File: config.mk
export PLATFORM = sky130hd
export DESIGN_NAME = bram_rd_stream
export DESIGN_NICKNAME = d
export VERILOG_FILES = /design/src/rtl/bram_rd_stream.sv
export SDC_FILE = /design/constraint.sdc
export NUM_CORES = 1
export LEC_CHECK = 0
export CAP_MARGIN = 20
export CORE_AREA = 4 4 121 123
export CTS_CLUSTER_DIAMETER = 150
export DETAILED_ROUTE_END_ITERATION = 16
export DIE_AREA = 0 0 125 127
export DONT_BUFFER_PORTS = 1
export GPL_TIMING_DRIVEN = 0
export HOLD_SLACK_MARGIN = 0.02
export PLACE_DENSITY = 0.88
export SYNTH_ARGS = -nofsm -noshare
export SYNTH_HDL_FRONTEND = slang
export SYNTH_SLANG_ARGS = --single-unit
File: constraint.sdc
create_clock -name clk -period 4.2 [get_ports clk]
set_clock_uncertainty 0.2 [all_clocks]
set_input_delay 0.21 -clock clk [delete_from_list [all_inputs] [get_ports clk]]
set_output_delay 0.21 -clock clk [all_outputs]
set_load 0.005 [all_outputs]
File: src/rtl/bram_rd_stream.sv
// bram_rd_stream: turns a (base, len) command into one BRAM read per
// cycle and streams the returned words out through a credit-managed FIFO.
//
// Ports:
//   clk, rst (sync, active high), clk_en (global hold when low)
//   cmd_val/cmd_rdy/cmd_base_addr/cmd_len : command handshake
//   mem_rd_en/mem_rd_addr/mem_rd_data     : BRAM read port
//   out_data/out_val/out_rdy/out_last     : output stream
//   busy, done                            : status
//   cmd_err (only with BRAM_RD_STREAM_RANGE_CHK_EN defined): range reject
//
// Build option BRAM_RD_STREAM_RANGE_CHK_EN: reject commands whose range
// runs past the top of memory instead of wrapping the address.
module bram_rd_stream #(
  parameter int ADDR_WDT   = 10,
  parameter int DATA_WDT   = 32,
  parameter int RD_LAT     = 3,
  parameter int FIFO_DEPTH = 4
) (
  input  logic                clk,
  input  logic                rst,
  input  logic                clk_en,
  input  logic                cmd_val,
  output logic                cmd_rdy,
  input  logic [ADDR_WDT-1:0] cmd_base_addr,
  input  logic [ADDR_WDT:0]   cmd_len,
  output logic                mem_rd_en,
  output logic [ADDR_WDT-1:0] mem_rd_addr,
  input  logic [DATA_WDT-1:0] mem_rd_data,
  output logic [DATA_WDT-1:0] out_data,
  output logic                out_val,
  input  logic                out_rdy,
  output logic                out_last,
  output logic                busy,
  output logic                done
`ifdef BRAM_RD_STREAM_RANGE_CHK_EN
  ,
  output logic                cmd_err
`endif
);

  localparam int PW = $clog2(FIFO_DEPTH);
  localparam int CW = $clog2(FIFO_DEPTH + RD_LAT + 1) + 1;
  localparam int LW = ADDR_WDT + 1;

  typedef enum logic [1:0] {
    IDLE,
    ISSUE,
    DRAIN,
    DONE
  } state_t;

  state_t state;
  state_t state_nxt;

  logic [ADDR_WDT-1:0] addr;
  logic [LW-1:0]       iss_left;
  logic [LW-1:0]       emit_left;

  // Valid/last pipes track each read through the BRAM latency.
  logic [RD_LAT-1:0]   vld_sr;
  logic [RD_LAT-1:0]   last_sr;

  logic [DATA_WDT-1:0] fifo_data [FIFO_DEPTH];
  logic [FIFO_DEPTH-1:0] fifo_last;
  logic [PW-1:0]       wr_ptr;
  logic [PW-1:0]       rd_ptr;
  logic [PW:0]         fifo_cnt;

  logic [CW-1:0]       inflight;
  logic [CW-1:0]       occ;
  logic                credit;
  logic                issue;
  logic                push;
  logic                pop;
  logic                accept;
  logic                cmd_bad;

  always_comb begin
    inflight = '0;
    for (int i = 0; i < RD_LAT; i++)
      inflight = inflight + CW'(vld_sr[i]);
  end

  assign pop    = clk_en && (fifo_cnt != '0) && out_rdy;
  assign push   = clk_en && vld_sr[RD_LAT-1];

  // A word leaving this cycle frees its slot for a read issued now,
  // which keeps one word per cycle with FIFO_DEPTH = RD_LAT + 1.
  assign occ    = inflight + CW'(fifo_cnt) - CW'(pop);
  assign credit = occ < CW'(FIFO_DEPTH);

  assign issue  = clk_en && (state == ISSUE) && credit;
  assign accept = clk_en && cmd_val && (state == IDLE);

`ifdef BRAM_RD_STREAM_RANGE_CHK_EN
  logic [ADDR_WDT+1:0] end_addr;
  logic                err_q;

  assign end_addr = (ADDR_WDT+2)'(cmd_base_addr)
                  + (ADDR_WDT+2)'(cmd_len);
  assign cmd_bad  = end_addr > (ADDR_WDT+2)'(2**ADDR_WDT);

  always_ff @(posedge clk) begin
    if (rst)
      err_q <= 1'b0;
    else if (accept)
      err_q <= cmd_bad;
  end
`else
  assign cmd_bad = 1'b0;
`endif

  always_ff @(posedge clk) begin
    if (rst)
      state <= IDLE;
    else if (clk_en)
      state <= state_nxt;
  end

  always_comb begin
    state_nxt = state;
    cmd_rdy   = 1'b0;
    busy      = 1'b0;
    done      = 1'b0;
`ifdef BRAM_RD_STREAM_RANGE_CHK_EN
    cmd_err   = 1'b0;
`endif
    unique case (state)
      IDLE: begin
        cmd_rdy = 1'b1;
        if (cmd_val) begin
          if ((cmd_len == '0) || cmd_bad)
            state_nxt = DONE;
          else
            state_nxt = ISSUE;
        end
      end
      ISSUE: begin
        busy = 1'b1;
        if (issue && (iss_left == LW'(1)))
          state_nxt = DRAIN;
      end
      DRAIN: begin
        busy = 1'b1;
        if ((emit_left == '0) ||
            (pop && (emit_left == LW'(1))))
          state_nxt = DONE;
      end
      DONE: begin
        done = 1'b1;
`ifdef BRAM_RD_STREAM_RANGE_CHK_EN
        cmd_err = err_q;
`endif
        state_nxt = IDLE;
      end
      default: state_nxt = IDLE;
    endcase
  end

  always_ff @(posedge clk) begin
    if (rst) begin
      addr      <= '0;
      iss_left  <= '0;
      emit_left <= '0;
      vld_sr    <= '0;
      last_sr   <= '0;
      wr_ptr    <= '0;
      rd_ptr    <= '0;
      fifo_cnt  <= '0;
      fifo_last <= '0;
      for (int i = 0; i < FIFO_DEPTH; i++)
        fifo_data[i] <= '0;
    end else if (clk_en) begin
      if (accept) begin
        addr      <= cmd_base_addr;
        iss_left  <= cmd_len;
        emit_left <= cmd_len;
      end
      if (issue) begin
        addr     <= addr + 1'b1;
        iss_left <= iss_left - 1'b1;
      end
      vld_sr[0]  <= issue;
      last_sr[0] <= issue && (iss_left == LW'(1));
      for (int i = 1; i < RD_LAT; i++) begin
        vld_sr[i]  <= vld_sr[i-1];
        last_sr[i] <= last_sr[i-1];
      end
      if (push) begin
        fifo_data[wr_ptr] <= mem_rd_data;
        fifo_last[wr_ptr] <= last_sr[RD_LAT-1];
        wr_ptr            <= wr_ptr + 1'b1;
      end
      if (pop) begin
        rd_ptr    <= rd_ptr + 1'b1;
        emit_left <= emit_left - 1'b1;
      end
      fifo_cnt <= fifo_cnt + (PW+1)'(push)
                           - (PW+1)'(pop);
    end
  end

  assign mem_rd_en   = issue;
  assign mem_rd_addr = addr;
  assign out_val     = fifo_cnt != '0;
  assign out_data    = fifo_data[rd_ptr];
  assign out_last    = out_val && fifo_last[rd_ptr];

endmodule

; After elaboration in Yosys (flattened, before gate mapping)
; Memories as Yosys holds them, arrays and structs flattened. A register that Yosys moved wholly into a read port is not among the register bits.
; Cells that the tools add are included.
[op_classes]
add_sub_neg = 11
order_cmp = 4
n_eq_ne = 8
muxes = 29
n_reduce_logical = 25
[op_table]
columns = cell, count
row1 = 11-bit 2-to-1 mux, 3
row2 = 32-bit 2-to-1 mux, 1
row3 = 32-bit OR reduction, 1
row4 = 11-bit by 1-bit == test with 1-bit output (second input constant), 2
row5 = 11-bit zero test, 2
row6 = 11-bit by 1-bit subtractor with 11-bit output (second input constant), 2
row7 = 10-bit 2-to-1 mux, 2
row8 = 2-bit 2-to-1 mux, 7
row9 = 1-bit 2-to-1 mux, 12
row10 = 1-bit logical AND, 11
row11 = 10-bit by 1-bit adder with 10-bit output (second input constant), 1
row12 = 2-bit one-hot mux with 4 select lines, 1
row13 = 2-bit AND reduction, 4
row14 = 2-bit by 3-bit < comparator with 1-bit output (second input constant), 2
row15 = 2-bit by 1-bit adder with 2-bit output (second input constant), 2
row16 = 3-bit by 3-bit adder with 4-bit output, 1
row17 = 4-bit bitwise mux, 1
row18 = 2-bit == test (second input constant), 2
row19 = 4-bit by 3-bit < comparator with 1-bit output (second input constant), 1
row20 = 2-bit != test (second input constant), 2
row21 = 4-bit AND reduction, 1
row22 = 2-bit nonzero test, 2
row23 = 4-bit by 1-bit subtractor with 4-bit output, 1
row24 = 2-bit by 1-bit adder with 3-bit output, 1
row25 = 12 further kinds, 12
[word_totals]
ff_bits = 51
ram_bits = 128
output_inout_bits = 48
word_cells = 88
mem_count = 1
[memory_table]
columns = name, depth, word_bits, rd, rd_clocked_by_memory_dff, wr, line
row1 = fifo_data, 4, 32, 1, 1, 4, 64  ; logic [DATA_WDT-1:0] fifo_data [FIFO_DEPTH];

; Depth between registers and ports, before layout
[logic_depth]
ltp_word = 9
depth_mapped = 14
ltp_nobuf = 12

; Least setup slack after synthesis
; OpenSTA, ideal clock, no wires.
[synth_timing]
path_type = flip-flop to flip-flop
start = register fifo_cnt[0]
end = register addr[3], in the netlist mem_rd_addr[3]
arrival_time_ns = 3.507
path_slack_ns = 0.423
stages_incl_launch_ff = 14
path_buffers = 2
cell_sequence = dfxtp_1 o311ai_2 inv_2 clkbuf_1 ha_1 inv_1 fa_1 ha_1 a31o_2 or4_1 clkbuf_1 a211oi_1 a31oi_1 a21oi_1
[synth_via]
elab_chain_len = 8
[synth_rtl]
columns = item, line
row1 = "start, declared", 68  ; logic [PW:0] fifo_cnt;
row2 = "start signal, assigned", 199  ; fifo_cnt <= fifo_cnt + (PW+1)'(push)
row3 = branches (longest 3 deep; another with 3-bit by 3-bit adder with 4-bit output), n/a
row4 = 4-bit by 1-bit subtractor with 4-bit output *, 90  ; assign occ = inflight + CW'(fifo_cnt) - CW'(pop);
row5 = 4-bit by 3-bit < comparator with 1-bit output *, 91  ; assign credit = occ < CW'(FIFO_DEPTH);
row6 = 1-bit logical AND *, 93  ; assign issue = clk_en && (state == ISSUE) && credit;
row7 = 2-bit nonzero test (no line), n/a
row8 = 2-bit AND reduction (no line), n/a
row9 = "end signal, assigned", 176  ; addr <= cmd_base_addr;
row10 = "end signal, assigned", 181  ; addr <= addr + 1'b1;
row11 = "end, declared", 56  ; logic [ADDR_WDT-1:0] addr;
; Mark *: on every way between the ends.
; A chain may end at the register's enable or synchronous reset.

; Worst setup path in the final report
[layout_timing]
start = register fifo_cnt[1]
end = output mem_rd_en
[layout_via]
elab_chain_len = 6
[layout_rtl]
columns = item, line
row1 = branches (longest 3 deep; another with 3-bit by 3-bit adder with 4-bit output), n/a
row2 = 4-bit by 1-bit subtractor with 4-bit output *, 90
row3 = 4-bit by 3-bit < comparator with 1-bit output *, 91
row4 = 1-bit logical AND *, 93
row5 = "end, declared", 27  ; output logic mem_rd_en,
; Marked as above.

==> impl_metrics.yaml <==
clock_tree:
  clkSlewWorstSetupHoldPaths_ps: 70
  clock_path_buffers: 2
  clock_sinks: 181
  cts_buffers: 17
  h-tree-depth: 4
  worstSkewPairLatency_ps: 430
  cts-root-buf: "clkbuf_16"
  cts_tree: "done"
route:
  ant_nets: 0
  num_vias: 6115
  wirelength_mm: 21.6
  drt_pre_antenna_iters: 5
  wl_per_cell_microns: 22.7
  vias_per_cell: 6.42
  drcViolationCount: 0
  drtIter0Drc: 748
power_and_ir_drop:
  ir_drop_mv: 0.260
  power.density_mw_per_mm2: 414
  fin_total_pwr_uw: 4110
  power.leakage_uw: 0.00356
synthesis:
  synth_edf_count: 128
  synth_top_area_cell: "edfxtp_1"
  yosys_most_used_dff: "edfxtp_1"
  synth_xor_area_share_pct: 0.513
  synth_top_family_by_area: "simple AND/OR/NAND/NOR gates"
  synth_compound_area_share_pct: 9.14
  synth.avg_cell_area_sq_um: 12.5
  syn_area_sq_mm: 0.00854
  synth_mux_area_share_pct: 9.29
  ys_ff_latch: 181
  netlist_top_cells_area: "edfxtp_1 45%, dfxtp_1 12%, and2_1 9.6%"
  synthAdderAreaFrac_pct: 3.40
  ys_warn_count: 0
  synth.distinct_cells: 58
  synth_simple_gate_area_share_pct: 17.4
  synth_fp_nets: 763
  synth_cells: 683
  yosysTopAreaCellShare_pct: 45.0
  async_flop_share_pct: 0
  synth-seq-area-share_pct: 57.4
setup_path:
  cp.arrival_ps: 3520
  cp.required_ps: 3790
  reg2reg_from: "fifo_cnt[1]"
  r2r-end: "mem_rd_addr[7]"
  crit_path_start_kind: "register"
  r2r_slack_ps: 290
  path_max_fanout: 15
  criticalPathCategory: "register to output pin"
  end_kind: "output pin"
  r2r_cells: 12
sta:
  setup_viol: 0
  period_share_pct: 93.5
  finalHoldViolations: 0
  worstMarginPinSlew_ps: 949
  final_max_slew_viol_count: 0
  fmax_mhz: 255
  slew_headroom_pct: 36.7
  rsz0062_at_grt: "false"
  fin_crit_ps: 3930
final_layout:
  drive_gt1_share_pct: 11.3
  area_growth_pct: 16.3
  regArea_sq_mm: 0.00490
  nets: 840
  fill_cells: 855
  final_cells: 953
  diodes: 0
  multi_input_area_sq_mm: 0.00340
grt:
  grt_pass1_vias: 6236
  antenna_found_initial: 0
  grt_start_max_net_pins: 33
  overflow: 0
  grt_pass1_wl_mm: 34.2
  grt_use_total_pct: 27.6
worst_hold_path:
  whs_endpoint: "rd_ptr[0]"
  hold_path.class: "primary input to register"
  whs_path_depth: 4
  min_from: "clk_en"
floorplanning:
  row_count: 43
  die_area_sq_mm: 0.0159
  dieWidth_microns: 125
  start_util_pct: 62.5
  ios: 106
  core-area_sq_mm: 0.0137
  die_h_microns: 127
placement:
  dp_hpwl_mm: 13.2
  io_buffers: 0
  gp_congestion: 0.926
  dp.cells: 863
run:
  drv_cap: 0
outcome:
  status: "completed"
stage by stage:
step / cell area, sq um / hold WS [ps] / util (%) / TNS [ps] / setup slack, ps
finish: 9940 / 62.1 / 72.7 / 0 / 275
global route: 9940 / 86.4 / 72.7 / 0 / 54.9
CTS: 9930 / 51.1 / 72.7 / 0 / 31.5
detailed placement: 8770 / 165 / 64.1 / -5960 / -395
global placement: 8770 / 161 / 64.1 / -4500 / -332
floorplan: 8540 / 146 / - / 0 / 423
metal layers:
layer  wire [microns]  global-route usage [%]  part of all wire [%]  vias to the layer above
li1                 -                       -                     -                     2704
met1             8130                    34.3                    38                     2995
met2            11300                    48.4                    52                      362
met3             1630                    5.98                   7.5                       54
met4              571                    9.25                   2.6                        0
met5                0                       0                     0                        -
what timing repair did:
item / 4_1_cts / 5_1_grt
setup endpoints to repair: 24 / 16
hold buffers: 57 / 0
setup buffers: 1 / 0
resized for setup: 2 / 0
hold endpoints to repair: 164 / 0
pin swaps: 1 / 0
cell type report:
cell class	instances	share of cell area, %
repair buffers	59	5.89
well taps	180	2.27
plain buffers	35	1.41
multi-input cells	439	34.3
clock buffers	21	4.63
clock inverters	11	1.16
flip-flops and latches	181	49.4
inverters	27	1.02
flip-flops by register name, indices dropped and copies added (netlist names), named ones only:
name	count
fifo_cnt	3
vld_sr	3
rd_ptr	2
iss_left	11
wr_ptr	2
state	2
last_sr	3
mem_rd_addr	10
fifo_data	128
emit_left	11
fifo_last	4
how the worst max path moves through the flow:
stage,cells after the start,from,slack (ps),to
floorplan,13,fifo_cnt[0],420,mem_rd_addr[3]
global placement,13,fifo_cnt[0],-330,mem_rd_addr[1]
CTS,12,fifo_cnt[1],30,mem_rd_en
detailed placement,13,fifo_cnt[0],-400,mem_rd_addr[3]
finish,11,fifo_cnt[1],270,mem_rd_en
global route,11,fifo_cnt[1],50,mem_rd_en
cells in the final DEF (no fill, tap or decap), types with 6 or more instances in the layout:
cell type      instances
or3_1                  6
and2_1               131
inv_1                 24
nor2_1                31
a221oi_1               7
nand3_1               14
mux4_2                33
dfxtp_1               53
o21ai_0               10
clkbuf_1              29
a31oi_1               10
nor4_1                 9
a32oi_1                8
a21oi_1               37
dlygate4sd3_1         57
ha_1                  20
nand2_1               32
nor3_1                13
clkbuf_16             17
a211oi_1               9
edfxtp_1             128
report_power, final:
part,leakage [uW],internal (uW),total [uW],switching [uW]
Combinational,0.00153,208,501,293
Clock,0.000281,862,1550,693
Sequential,0.00175,1990,2060,68.0
cells by family (layout without fill, tap and decap cells):
group                      Yosys count  after routing
buffers and inverters               63            153
xor gates and xnor gates             5              5
DFF                                181            181
and+or+nand+nor                    259            259
adders and majority gates           22             22
AOI/OAI and AO/OA                  115            115
muxes                               38             38
critical path: stages, from the launching register on:
cell      delay, ps
dfxtp_1         380
o311ai_4        340
inv_2           210
ha_1            320
inv_1            40
fa_1            370
ha_1            300
a31o_2          270
nor4_4          320
nor2_2          200
inv_2            90
buf_2           250
cells in the mapped netlist, drive strengths merged, types with 3 or more instances:
library cell	count
or4	3
nand2	32
edfxtp	128
mux4	33
buf	8
a32oi	8
a22oi	3
a211oi	9
o21ai	16
nor2	33
a31oi	10
and2	131
dfxtp	53
clkbuf	28
nor3	14
nand3	14
a21oi	37
a221oi	7
mux2i	5
or3	6
a311oi	5
o211ai	4
nor4	11
nor3b	4
or2	4
ha	20
xnor2	3
inv	27
No activity file was read; power rests on OpenSTA's default activity.
